## src/rtl/deser_pkg.sv

```systemverilog
// Shared constants for the 8-lane deserializer.
`timescale 1ns/1ps
package deser_pkg;
  localparam int unsigned DESER_LANES = 8;
  localparam int unsigned DESER_SLOT_W = 3;
  localparam logic [DESER_SLOT_W-1:0] DESER_LAST_SLOT = 3'd7;
endpackage

```

## src/rtl/dec3_8.sv

```systemverilog
// 3-to-8 one-hot decoder with enable; the receive-side mirror of the 8:1 mux select.
`timescale 1ns/1ps
module dec3_8
  import deser_pkg::*;
(
  input  logic [DESER_SLOT_W-1:0] i_sel,
  input  logic                    i_en,
  output logic [DESER_LANES-1:0]  o_onehot
);

  always_comb begin
    o_onehot = '0;
    if (i_en) begin
      o_onehot[i_sel] = 1'b1;
    end
  end

endmodule

```

## src/rtl/deser8_demux.sv

```systemverilog
// Serial-to-parallel deserializer: 8 W-bit beats assembled into one valid/ready word.
// Define DESER_PARITY_EN to add the registered even-parity output out_par.
`timescale 1ns/1ps
module deser8_demux
  import deser_pkg::*;
#(
  parameter int unsigned W = 1
) (
  input  logic                      clk,
  input  logic                      rst_n,
  input  logic                      flush,
  input  logic                      in_valid,
  output logic                      in_ready,
  input  logic [W-1:0]              in_data,
  output logic                      out_valid,
  input  logic                      out_ready,
  output logic [DESER_LANES*W-1:0]  out_data,
  output logic [DESER_SLOT_W-1:0]   slot
`ifdef DESER_PARITY_EN
  ,
  output logic                      out_par
`endif
);

  localparam int unsigned AsmW = (DESER_LANES - 1) * W;

  logic [DESER_SLOT_W-1:0]  r_slot;
  logic [AsmW-1:0]          r_asm;
  logic [DESER_LANES*W-1:0] r_out_data;
  logic                     r_out_valid;
  logic                     w_accept;
  logic [DESER_LANES-1:0]   w_lane_we;
  logic                     w_done;

  // Only the completing beat can stall; earlier lanes of the next word flow in.
  assign in_ready  = ~((r_slot == DESER_LAST_SLOT) & r_out_valid & ~out_ready);
  assign w_accept  = in_valid & in_ready & ~flush;
  assign w_done    = w_lane_we[DESER_LANES-1];
  assign out_valid = r_out_valid;
  assign out_data  = r_out_data;
  assign slot      = r_slot;

  dec3_8 u_dec (
    .i_sel    (r_slot),
    .i_en     (w_accept),
    .o_onehot (w_lane_we)
  );

  always_ff @(posedge clk or negedge rst_n) begin
    if (!rst_n) begin
      r_slot <= '0;
    end else if (flush) begin
      r_slot <= '0;
    end else if (w_accept) begin
      r_slot <= r_slot + 1'b1;
    end
  end

  // Lane 7 is never stored: it goes straight into the output register.
  always_ff @(posedge clk or negedge rst_n) begin
    if (!rst_n) begin
      r_asm <= '0;
    end else begin
      for (int unsigned k = 0; k < DESER_LANES - 1; k++) begin
        if (w_lane_we[k]) begin
          r_asm[k*W +: W] <= in_data;
        end
      end
    end
  end

  always_ff @(posedge clk or negedge rst_n) begin
    if (!rst_n) begin
      r_out_data  <= '0;
      r_out_valid <= 1'b0;
    end else if (w_done) begin
      r_out_data  <= {in_data, r_asm};
      r_out_valid <= 1'b1;
    end else if (out_ready) begin
      r_out_valid <= 1'b0;
    end
  end

`ifdef DESER_PARITY_EN
  logic r_out_par;

  always_ff @(posedge clk or negedge rst_n) begin
    if (!rst_n) begin
      r_out_par <= 1'b0;
    end else if (w_done) begin
      r_out_par <= ^{in_data, r_asm};
    end
  end

  assign out_par = r_out_par;
`endif

endmodule

```

## config.mk

```make
export PLATFORM = sky130hd
export DESIGN_NAME = deser8_demux
export DESIGN_NICKNAME = d
export VERILOG_FILES = /design/src/rtl/deser_pkg.sv /design/src/rtl/dec3_8.sv /design/src/rtl/deser8_demux.sv
export SDC_FILE = /design/constraint.sdc
export NUM_CORES = 1
export LEC_CHECK = 0
export BUFFER_PORTS_ARGS = -buffer_cell sky130_fd_sc_hd__buf_4
export CORE_UTILIZATION = 54
export DETAILED_ROUTE_END_ITERATION = 10
export PLACE_DENSITY = 0.89
export SYNTH_ARGS = -nofsm -noshare
export SYNTH_HDL_FRONTEND = slang
export SYNTH_HIERARCHICAL = 1
export SYNTH_SLANG_ARGS = --single-unit
```

## constraint.sdc

```tcl
create_clock -name clk -period 6.3 [get_ports clk]
set_clock_uncertainty 0.05 [all_clocks]
set_input_delay 0.945 -clock clk [delete_from_list [all_inputs] [get_ports clk]]
set_output_delay 0.945 -clock clk [all_outputs]
set_load 0.05 [all_outputs]
```

==> metrics <==
Root Buffer=clkbuf_4; Residual DRC=0; Worst Reg-to-Reg Cells=7; grt ovf=0; flop2flop setup slack=3920 ps; placer congestion estimate=0.6894; syn avg cell area=14.93 µm²; vias in the first global route=530; Fmax achieved=0.3901 GHz; antenna cells=0; worst path arrival time=1570 ps; Seq/Total Area, Yosys=53.07%; maxcap violations=0; routed len/inst=14.75 µm; Yosys cell types=20; fin cells=97; Ys Warns=6; status=completed; hold buffer count at cts=0; setup_tns=0 ps; row cnt=14; Pwr Density=208.5 nW/µm²; Net Count, Synth=68; dpl hpwl=1028 µm; Critical Path RT=5300 ps; Reg2Reg Capture Point=out_data[5]$_DFFE_PN0P_; Via density=5.732; Slew Viols, Final=0; Routed Antenna Nets=0; largest net degree at the start of global routing=20; Pleak=0.5860 nW; Die Ht=42.73 µm; Worst-Skew Late Latency=290 ps; CTS buffer count=3; area delta synth->final=19.83%; CP Class=reg2out; cell area after synthesis=895.9 µm²; initial drt markers=3; DIE AREA=1826 µm²; Setup crit end kind=output pin; RSZ-0062 raised after global routing=false; initial antenna violation count=0; I/O pins=19; Post-Syn Instances=60; Slew HR=78.10%; CTS tree=yes; IO buf count=18; fill cell count=121; worst hold path type=in2async; Die Wd=42.73 µm; Fin. Hold Viols=0; # resized after CTS=0; crit start category=flip-flop; total wire length=1431 µm; final-stage net count=90; VDD IR max=115.6 µV; router iterations before antenna repair=3; CP max FO=12; Finish-stage setup viols=0; first-pass GRT wire length=2394 µm; flops & latches, synth=19; Tot GR Track Use=18.35%; vias after detailed routing=556; actual slew at the worst max-slew pin=328.5 ps; Clock Sink Count=19; RR Startpoint=slot[0]$_DFFE_PN0P_; H-tree depth=1; post-CTS setup buffer count=0; core area=1524 µm²; Longest Clk Path Bufs=2; clock slew at reported path FFs=100 ps; Tmin final=2564 ps; fraction of layout cells with a size suffix above 1=60.49%; fin crit share=40.69%; Initial Util=58.78%; placed cells=93
==> critical path, stage by stage (launching register included) <==
cell and delay, ps:
dfrtp_1 510, ha_1 260, ha_1 210, nand3b_4 100, buf_4 200
==> kinds of logic after synthesis <==
| group | synth area share (%) |
|---|---|
| compound gates | 3.911 |
| fa+ha+maj | 2.793 |
| buf+inv | 0.9767 |
| flops | 53.07 |
| mux | 18.85 |
| simple gates | 20.39 |
==> registers in the layout (all words and copies together), names as in the netlist <==
| name | count |
|---|---|
| out_data | 8 |
| slot | 3 |
| r_asm | 7 |
| out_valid | 1 |
==> cells in the mapped netlist <==
| library cell | n | area [µm²] |
|---|---|---|
| and4bb_1 | 2 | 25.02 |
| ha_1 | 2 | 25.02 |
| and4b_1 | 1 | 10.01 |
| buf_2 | 1 | 5.000 |
| inv_1 | 1 | 3.750 |
| nand4b_1 | 2 | 17.52 |
| nand3b_4 | 1 | 20.02 |
| dfrtp_1 | 19 | 475.5 |
| and4bb_2 | 1 | 12.51 |
| nand2b_1 | 3 | 18.77 |
| nor2_1 | 1 | 3.750 |
| nand3_1 | 1 | 5.000 |
| nor4b_2 | 1 | 15.01 |
| mux2_2 | 15 | 168.9 |
| and4_2 | 1 | 10.01 |
| and4b_2 | 2 | 22.52 |
| a21o_2 | 1 | 8.760 |
| and2_4 | 1 | 8.760 |
| o21ai_2 | 3 | 26.28 |
| nor2b_4 | 1 | 13.76 |
==> report_power, final <==
part / internal, mW / switching, mW / leakage [nW] / total, mW
Clock: 0.0236 / 0.0358 / 0.0177 / 0.0594
Sequential: 0.130 / 0.00666 / 0.258 / 0.137
Combinational: 0.0139 / 0.0133 / 0.310 / 0.0272
Total: 0.168 / 0.0558 / 0.586 / 0.224
==> worst max path at each step <==
stage | startpoint | endpoint | slack [ps] | depth (start not counted)
5_1_grt | slot[0]$_DFFE_PN0P_ | in_ready | 3650 | 4
3_5_place_dp | out_ready | out_data[5]$_DFFE_PN0P_ | 3800 | 6
3_3_place_gp | out_ready | out_data[6]$_DFFE_PN0P_ | 3850 | 6
4_1_cts | slot[0]$_DFFE_PN0P_ | in_ready | 3720 | 4
2_1_floorplan | slot[0]$_DFFE_PN0P_ | out_data[7]$_DFFE_PN0P_ | 3690 | 8
6_report | slot[0]$_DFFE_PN0P_ | in_ready | 3740 | 4
==> metal layers <==
| layer | vias to the layer above | GRT usage, % | wire length [µm] |
|---|---|---|---|
| li1 | 267 | - | - |
| met1 | 275 | 23.93 | 623 |
| met2 | 12 | 28.79 | 738 |
| met3 | 2 | 3.830 | 59 |
| met4 | 0 | 9.375 | 10 |
| met5 | - | 0 | 0 |
==> cell usage in the layout (no fill, tap or decap) <==
cell      instances
dfrtp_1          19
nor2b_4           1
nand2b_1          3
clkbuf_4          3
and4_2            1
clkinv_2          1
buf_4            18
nand3b_4          1
nor2_1            1
nor4b_2           1
a21o_2            1
mux2_2           15
inv_1             1
and4b_2           2
nand3_1           1
nand4b_1          2
and4bb_1          2
and4bb_2          1
o21ai_2           3
and2_4            1
and4b_1           1
ha_1              2
==> cell type report <==
type,count,area [µm²],area share (%)
clock buffer,3,22.52,2.098
inverter,1,3.754,0.3497
sequential,19,475.5,44.29
clock inverter,1,5.005,0.4662
timing repair buffer,18,135.1,12.59
multi-input combinational,39,411.6,38.34
tap,16,20.02,1.865
==> through the flow <==
stage	hold WS [ps]	cell area (µm²)	power [mW]	setup WS [ps]	utilization, %
floorplan	424.9	895.9	0.1554	3694	-
CTS	452.9	1074	0.2265	3720	70.44
global route	451.2	1074	0.2346	3653	70.44
finish	452.7	1074	0.2238	3736	70.44
global placement	436.9	1046	0.1657	3847	68.64
detailed placement	446.8	1046	0.1673	3795	68.64
(Power assumes the default switching activity.)
